### config.mk
export PLATFORM = sky130hd
export DESIGN_NAME = bus_protocol_arbiter_flat
export DESIGN_NICKNAME = d
export VERILOG_FILES = /design/src/rtl/bus_protocol_arbiter_if.sv /design/src/rtl/bus_protocol_arbiter.sv /design/src/flat_wrapper.sv
export SDC_FILE = /design/constraint.sdc
export NUM_CORES = 1
export LEC_CHECK = 0
export ABC_AREA = 1
export BUFFER_PORTS_ARGS = -buffer_cell sky130_fd_sc_hd__buf_2
export CORE_UTILIZATION = 40
export DETAILED_ROUTE_END_ITERATION = 16
export PLACE_DENSITY = 0.76
export SLEW_MARGIN = 20
export SYNTH_ARGS = -nofsm -noshare
export SYNTH_HDL_FRONTEND = slang
export SYNTH_SLANG_ARGS = --single-unit
export TNS_END_PERCENT = 5
### constraint.sdc
create_clock -name clk -period 2.1 [get_ports clk]
set_clock_uncertainty 0.05 [all_clocks]
set_input_delay 0.42 -clock clk [delete_from_list [all_inputs] [get_ports clk]]
set_output_delay 0.42 -clock clk [all_outputs]
set_load 0.03 [all_outputs]
### src/rtl/bus_protocol_arbiter_if.sv
// Bundle of the requester side and the dValid/dAck/data bus seen by the arbiter.
// Bus handshake: the master raises dValid with a stable byte on data. The target
// answers with dAck, and dValid drops on the clock after dAck is sampled.
interface bus_protocol_arbiter_if #(
  parameter int NUM_REQ = 4,
  parameter int ID_W    = 2
);
  logic [NUM_REQ-1:0]   req;
  logic [NUM_REQ*8-1:0] req_data;
  logic [NUM_REQ-1:0]   gnt;
  logic                 dValid;
  logic [7:0]           data;
  logic                 dAck;
  logic                 busy;
  logic                 xfer_done;
  logic [ID_W-1:0]      xfer_id;
  logic [1:0]           xfer_status;
  logic [0:0]           state_dbg;

  modport master (
    input  req, req_data, dAck,
    output gnt, dValid, data, busy, xfer_done, xfer_id, xfer_status, state_dbg
  );

  modport slave (
    output req, req_data, dAck,
    input  gnt, dValid, data, busy, xfer_done, xfer_id, xfer_status, state_dbg
  );
endinterface

### src/rtl/bus_protocol_arbiter.sv
// Round-robin master sequencer for the 8-bit dValid/dAck bus: grants one requester,
// holds its byte on the bus for 1..5 cycles and reports ok / early ack / timeout.
module bus_protocol_arbiter #(
  parameter int NUM_REQ = 4,
  parameter int ID_W    = 2
) (
  input  logic                   clk,
  input  logic                   reset,
  bus_protocol_arbiter_if.master bus
);

  localparam logic [0:0] ST_IDLE = 1'b0;
  localparam logic [0:0] ST_XFER = 1'b1;

  localparam logic [1:0] STAT_OK      = 2'b00;
  localparam logic [1:0] STAT_EARLY   = 2'b01;
  localparam logic [1:0] STAT_TIMEOUT = 2'b10;

  logic [0:0]         state_q, state_d;
  logic [2:0]         cnt_q, cnt_d;
  logic [ID_W-1:0]    last_q, last_d;
  logic               dvalid_q, dvalid_d;
  logic [7:0]         data_q, data_d;
  logic [NUM_REQ-1:0] gnt_q, gnt_d;
  logic               done_q, done_d;
  logic [ID_W-1:0]    id_q, id_d;
  logic [1:0]         status_q, status_d;

  logic               found;
  logic [ID_W-1:0]    winner;
  int                 idx;

  // Search starts just after the previous winner, so every requester gets a turn.
  always_comb begin
    found  = 1'b0;
    winner = '0;
    idx    = 0;
    for (int k = 1; k <= NUM_REQ; k++) begin
      idx = (int'(last_q) + k) % NUM_REQ;
      if (!found && bus.req[idx[ID_W-1:0]]) begin
        found  = 1'b1;
        winner = idx[ID_W-1:0];
      end
    end
  end

  always_comb begin
    state_d  = state_q;
    cnt_d    = cnt_q;
    last_d   = last_q;
    dvalid_d = dvalid_q;
    data_d   = data_q;
    gnt_d    = '0;
    done_d   = 1'b0;
    id_d     = id_q;
    status_d = status_q;
    case (state_q)
      ST_IDLE: begin
        dvalid_d = 1'b0;
        data_d   = 8'h00;
        if (found) begin
          state_d  = ST_XFER;
          dvalid_d = 1'b1;
          data_d   = bus.req_data[{winner, 3'b000} +: 8];
          gnt_d    = NUM_REQ'(1) << winner;
          last_d   = winner;
          cnt_d    = 3'd0;
        end
      end
      ST_XFER: begin
        // cnt is the index of the dValid cycle being sampled; 4 is the last allowed one.
        if (bus.dAck || cnt_q == 3'd4) begin
          state_d  = ST_IDLE;
          dvalid_d = 1'b0;
          data_d   = 8'h00;
          done_d   = 1'b1;
          id_d     = last_q;
          if (!bus.dAck)
            status_d = STAT_TIMEOUT;
          else if (cnt_q < 3'd2)
            status_d = STAT_EARLY;
          else
            status_d = STAT_OK;
        end else begin
          cnt_d = cnt_q + 3'd1;
        end
      end
      default: state_d = ST_IDLE;
    endcase
  end

  always_ff @(posedge clk) begin
    if (reset) begin
      state_q  <= ST_IDLE;
      cnt_q    <= 3'd0;
      last_q   <= ID_W'(NUM_REQ - 1);
      dvalid_q <= 1'b0;
      data_q   <= 8'h00;
      gnt_q    <= '0;
      done_q   <= 1'b0;
      id_q     <= '0;
      status_q <= STAT_OK;
    end else begin
      state_q  <= state_d;
      cnt_q    <= cnt_d;
      last_q   <= last_d;
      dvalid_q <= dvalid_d;
      data_q   <= data_d;
      gnt_q    <= gnt_d;
      done_q   <= done_d;
      id_q     <= id_d;
      status_q <= status_d;
    end
  end

  assign bus.gnt         = gnt_q;
  assign bus.dValid      = dvalid_q;
  assign bus.data        = data_q;
  assign bus.busy        = dvalid_q;
  assign bus.xfer_done   = done_q;
  assign bus.xfer_id     = id_q;
  assign bus.xfer_status = status_q;
  assign bus.state_dbg   = state_q;

endmodule

### src/flat_wrapper.sv
// flat-port wrapper written by rule: the top's interface ports become plain ports
module bus_protocol_arbiter_flat 
#(
  parameter int NUM_REQ = 4,
  parameter int ID_W    = 2
)
  (clk, reset, bus_req, bus_req_data, bus_dAck, bus_gnt, bus_dValid, bus_data, bus_busy, bus_xfer_done, bus_xfer_id, bus_xfer_status, bus_state_dbg);
  bus_protocol_arbiter_if #(.NUM_REQ(NUM_REQ), .ID_W(ID_W)) bus_i ();
  input  logic clk;
  input  logic reset;
  input wire logic [$bits(bus_i.req)-1:0] bus_req;
  input wire logic [$bits(bus_i.req_data)-1:0] bus_req_data;
  input wire logic [$bits(bus_i.dAck)-1:0] bus_dAck;
  output wire logic [$bits(bus_i.gnt)-1:0] bus_gnt;
  output wire logic [$bits(bus_i.dValid)-1:0] bus_dValid;
  output wire logic [$bits(bus_i.data)-1:0] bus_data;
  output wire logic [$bits(bus_i.busy)-1:0] bus_busy;
  output wire logic [$bits(bus_i.xfer_done)-1:0] bus_xfer_done;
  output wire logic [$bits(bus_i.xfer_id)-1:0] bus_xfer_id;
  output wire logic [$bits(bus_i.xfer_status)-1:0] bus_xfer_status;
  output wire logic [$bits(bus_i.state_dbg)-1:0] bus_state_dbg;
  assign bus_i.req = bus_req;
  assign bus_i.req_data = bus_req_data;
  assign bus_i.dAck = bus_dAck;
  assign bus_gnt = bus_i.gnt;
  assign bus_dValid = bus_i.dValid;
  assign bus_data = bus_i.data;
  assign bus_busy = bus_i.busy;
  assign bus_xfer_done = bus_i.xfer_done;
  assign bus_xfer_id = bus_i.xfer_id;
  assign bus_xfer_status = bus_i.xfer_status;
  assign bus_state_dbg = bus_i.state_dbg;
  bus_protocol_arbiter #(.NUM_REQ(NUM_REQ), .ID_W(ID_W)) u_core (.clk(clk), .reset(reset), .bus(bus_i));
endmodule
* Yosys cells after proc, flatten, opt, wreduce, memory -nomap -nowiden
Index checks and enable logic that the tools add are counted.
Storage, ports and cells: register bits 24, bits in latches 0, memory bits (writable) 0, ROM bits 0, word-level logic and storage cells 69, memories kept 0
Cells by class: add/sub/neg operators 5, multiply operators 0, div/mod/pow operators 0, $lt $le $gt $ge 5, equal/unequal tests 4, shifts and indexed selects 2, multiplexer cells 30, bitwise operators 2, reductions and logical operators 12
Operators with widths (count):
- $shiftx 32x6->8 | 1
- $mux 8 | 2
- $pmux 8 s2 | 1
- $mux 1 | 13
- $lt 2x3->1 const B | 4
- $mux 2 | 5
- $bmux 1 s2 | 4
- $mux 3 | 2
- $pmux 3 s2 | 1
- $reduce_and 2->1 | 3
- $add 2x1->2 const B | 2
- $add 2x2->2 const B | 2
- $ne 2x2->1 const B | 2
- $pmux 1 s2 | 2
- $shl 1x2->4 const A | 1
- $add 3x1->3 const B | 1
- $eq 3x3->1 const B | 1
- $logic_and 1x1->1 | 3
- $logic_not 1->1 | 3
- $lt 3x2->1 const B | 1
- $reduce_or 3->1 | 1
- $ne 2x1->1 const B | 1
- $not 1->1 | 2
- $reduce_or 2->1 | 1
- $logic_or 1x1->1 | 1

* Depth between registers and ports, before layout
depth after elaboration 16, gate-level depth with buffers 15

* Least setup slack after synthesis
No wires, ideal clock.
path type reg-to-reg, from register u_core.last_q[0], to register u_core.data_q[0], in the netlist u_core.bus.data[0], library setup time 113 ps, arrival 1458 ps, required time 1937 ps, path slack 480 ps, cell stages (with the launch flop) 16, path buffers 2, period minus slack after synthesis 1620 ps, path through dfxtp_1 > buf_4 > nand2_1 > nand2_1 > nand2_1 > nand2_2 > inv_2 > nand2_1 > nand2_1 > nand2_2 > buf_4 > nand3_1 > nand3_1 > nand2_1 > nand2_1 > nand2_1
Between the ends: longest elaborated chain between the ends 16
RTL lines:
- start, declared | line bus_protocol_arbiter.sv:21 | logic [ID_W-1:0] last_q, last_d;
- start signal, assigned | line bus_protocol_arbiter.sv:96 | last_q <= ID_W'(NUM_REQ - 1);
- start signal, assigned | line bus_protocol_arbiter.sv:106 | last_q <= last_d;
- $add 2x1->2 | line bus_protocol_arbiter.sv:39 | idx = (int'(last_q) + k) % NUM_REQ;
- $bmux 1 s2 | line bus_protocol_arbiter.sv:40 | if (!found && bus.req[idx[ID_W-1:0]]) begin
- $mux 1 (implied by the code) | line bus_protocol_arbiter.sv:40
- $mux 1 | line bus_protocol_arbiter.sv:40
- $logic_not 1->1 | line bus_protocol_arbiter.sv:40
- $logic_and 1x1->1 | line bus_protocol_arbiter.sv:40
- $mux 1 | line bus_protocol_arbiter.sv:40
- $logic_not 1->1 | line bus_protocol_arbiter.sv:40
- $logic_and 1x1->1 | line bus_protocol_arbiter.sv:40
- $mux 1 | line bus_protocol_arbiter.sv:40
- $logic_not 1->1 | line bus_protocol_arbiter.sv:40
- $logic_and 1x1->1 | line bus_protocol_arbiter.sv:40
- $mux 2 | line bus_protocol_arbiter.sv:40
- $shiftx 32x6->8 | line bus_protocol_arbiter.sv:64 | data_d = bus.req_data[{winner, 3'b000} +: 8];
- $mux 8 * | line bus_protocol_arbiter.sv:61 | if (found) begin
- $pmux 8 s2 * | line bus_protocol_arbiter.sv:57 | case (state_q)
- end signal, assigned | line bus_protocol_arbiter.sv:108 | data_q <= data_d;
- end, declared | line bus_protocol_arbiter.sv:23 | logic [7:0] data_q, data_d;
Mark *: on every way between the ends. The rest lies on a longest branch, timed or not. The select of a mux whose other input is x is not followed. A chain may end at the register's enable or synchronous reset.

* Worst setup path in the final report
Same ends and word-level chain as after synthesis.

==> metrics.txt <==
Hold Crit Class input port to flip-flop; CTS Buffer Depth 2; area of the core 3440 sq um; Period Utilization, post-route 0.897; hold depth 2; hold buffer count at cts 0; Post-Layout Cell Count 346; vias in the first global route 1359; post-DR wirelength/cell 9.90 um; YS warnings 0; Synth Cell Area 1490 sq um; critical path arrival 2000 ps; post-synthesis compound-gate area fraction 0.0682; unrepaired setup endpoints after global routing no; slowest CP cell dfxtp_2; Pleak 1.12 nW; Max Clk Rate 531 MHz; Mapped Cells 240; share of cells above drive strength 1 0.273; flops & latches, synth 24; mux contribution to synthesized area 0; Net count, final 342; CP most frequent cell nand2_1; Synth top area share 0.323; Final Critical Period 1880 ps; CTS tree yes; Netlist cell types 23; worst path cell trace inv_2 > nand2_1 > nand2_1 > nand2_1 > nand2_2 > nor2_4 > nand3_1 > nand3_1 > inv_1 > nand3_1 > nand2_1 > nand2_1 > nand2_1; Worst-Skew Late Latency 270 ps; Post-Synth Simple-Gate Area 0.444; Overall Global Routing Usage 0.179; Pwr Density 1600 nW/um^2; final wirelength 3.43 mm; Adder-Cell Fraction of Synth Area 0.0168; max-cap viol count 0; Num CTS Buffers 3; Final ANT Viol Nets 0; CTS HTree Levels 1; first-pass GRT wire length 5.73 mm; main combinational cell family by area after synthesis simple AND/OR/NAND/NOR gates; largest net degree at the start of global routing 17; cell taking the most area after synthesis dfxtp_1; detail-routed via count per cell 4.62; Async SR Flop Fraction 0; antenna violations before repair 0; Pwr Total 0.00299 W; critical setup path kind flip-flop to flip-flop; Slew @ Worst Pin 358 ps; Critical Path Fanout Max 11; syn avg cell area 6.19 sq um; final-report setup violation count 0; DR vias 1599; Starting Density 0.432; CP required 2210 ps; total grt overflow 0; dpl cells 342; Worst Setup Start Kind flip-flop; Die W 63.0 um; max-slew violation count 0; DPL Wire Length 2.66 mm; VDD IR max 0.926 mV; Pre-antenna DRT Iters 4; DRC 0; final core occ 0.545; Top FF cell, synth dfxtp_1; final hold vios 0; Iteration-0 DRC Markers 67; RePlAce Congestion 0.768; CTS clock-pin slew for the worst setup and hold paths 80 ps; EDFF count, synth 0; CP max stage delay 440 ps; sequential area share after synthesis 0.323; slew margin rel. 0.760; I/O Pins 59; DIE AREA 3960 sq um; ant diodes 0; CP top delay family simple AND/OR/NAND/NOR gates; status finished, final reports clean; row count 21; Die H 63.0 um; Clock Sinks 24; PortBufs 58; Worst Slack Setup Final 216 ps; TNS Setup 0 ps; Worst setup EP type flip-flop; Root Buffer clkbuf_8; Worst R2R Path Depth 13; Post-Synth XOR/XNOR Area 0; Worst path depth 13; Area Overhead vs Synth 26.1%; setup slack at placement 89.0 ps; top post-synthesis cells by area dfxtp_1, nand2_1, nand3_1; Buf/Inv on CP 2; Post-Syn Nets 281
per-stage QoR:
stage               hold slack (ps)  instance area, sq um
floorplan                       403                  1490
global placement                385                  1820
detailed placement              387                  1820
CTS                             309                  1870
global route                    313                  1870
finish                          310                  1870
flip-flops by register name, indices dropped and copies added (netlist names), 2 cells and up:
signal / count
u_core.bus.data: 8
u_core.last_q: 2
u_core.bus.xfer_id: 2
u_core.bus.gnt: 4
u_core.bus.xfer_status: 2
u_core.cnt_q: 3
final timing paths:
kind | from | endpoint | slack, ps
worst max-delay path | u_core.last_q[0] | u_core.bus.data[0] | 220
worst min-delay path | bus_dAck | u_core.bus.xfer_status[1] | 310
worst max register to register | u_core.last_q[0] | u_core.bus.data[0] | 220
worst min register to register | u_core.bus.data[3] | u_core.bus.data[3] | 400
layout by cell type (no fill, tap or decap):
master	instances
nand2_1	82
buf_2	58
nand3_1	43
inv_1	38
dfxtp_1	23
a21oi_1	10
nor2_1	10
o21ai_0	6
buf_4	6
inv_2	4
nand2_2	4
clkbuf_8	4
ha_1	2
nor2_4	1
nand3_4	1
nand3_2	1
nand2_4	1
nor2_8	1
o31ai_1	1
a31oi_1	1
a211oi_1	1
nor3_1	1
dfxtp_2	1
repair_timing:
item,CTS,global route
setup buffers,0,0
setup endpoints to repair,0,12
gates resized for setup,0,1
final cells by class:
type,count,area (sq um)
tap,46,57.6
clock buffer,4,55.1
inverter,42,158
fill,369,1570
timing repair buffer,64,335
sequential,24,482
multi-input combinational,166,787
Yosys cell counts (2+ instances only):
cell / number
a21oi_1: 10
buf_4: 4
buf_6: 2
dfxtp_1: 24
ha_1: 2
inv_1: 38
inv_2: 4
nand2_1: 82
nand2_2: 4
nand3_1: 43
nor2_1: 10
o21ai_0: 6
per-layer routing:
metal  wire length (um)  up-vias  part of all wire  track usage
met5                  0        -                 0            0
met2               1570       48              0.46        0.282
met4                 71        0             0.021       0.0872
met1               1610      676              0.47        0.234
li1                   -      866                 -            -
met3                172        9             0.050       0.0274
where the power goes:
part / switching [W] / total [W] / internal, W
Combinational: 0.00132 / 0.00200 / 0.000683
Clock: 0.000144 / 0.000311 / 0.000167
Sequential: 0.0000872 / 0.000678 / 0.000591
Total: 0.00155 / 0.00299 / 0.00144
logic make-up (layout without fill, tap and decap cells):
logic type	count (synthesis)	count (layout)
compound gates	19	19
simple gates	145	145
fa+ha+maj	2	2
flops	24	24
buf+inv	50	110
Power figures use the tool's default switching activity.
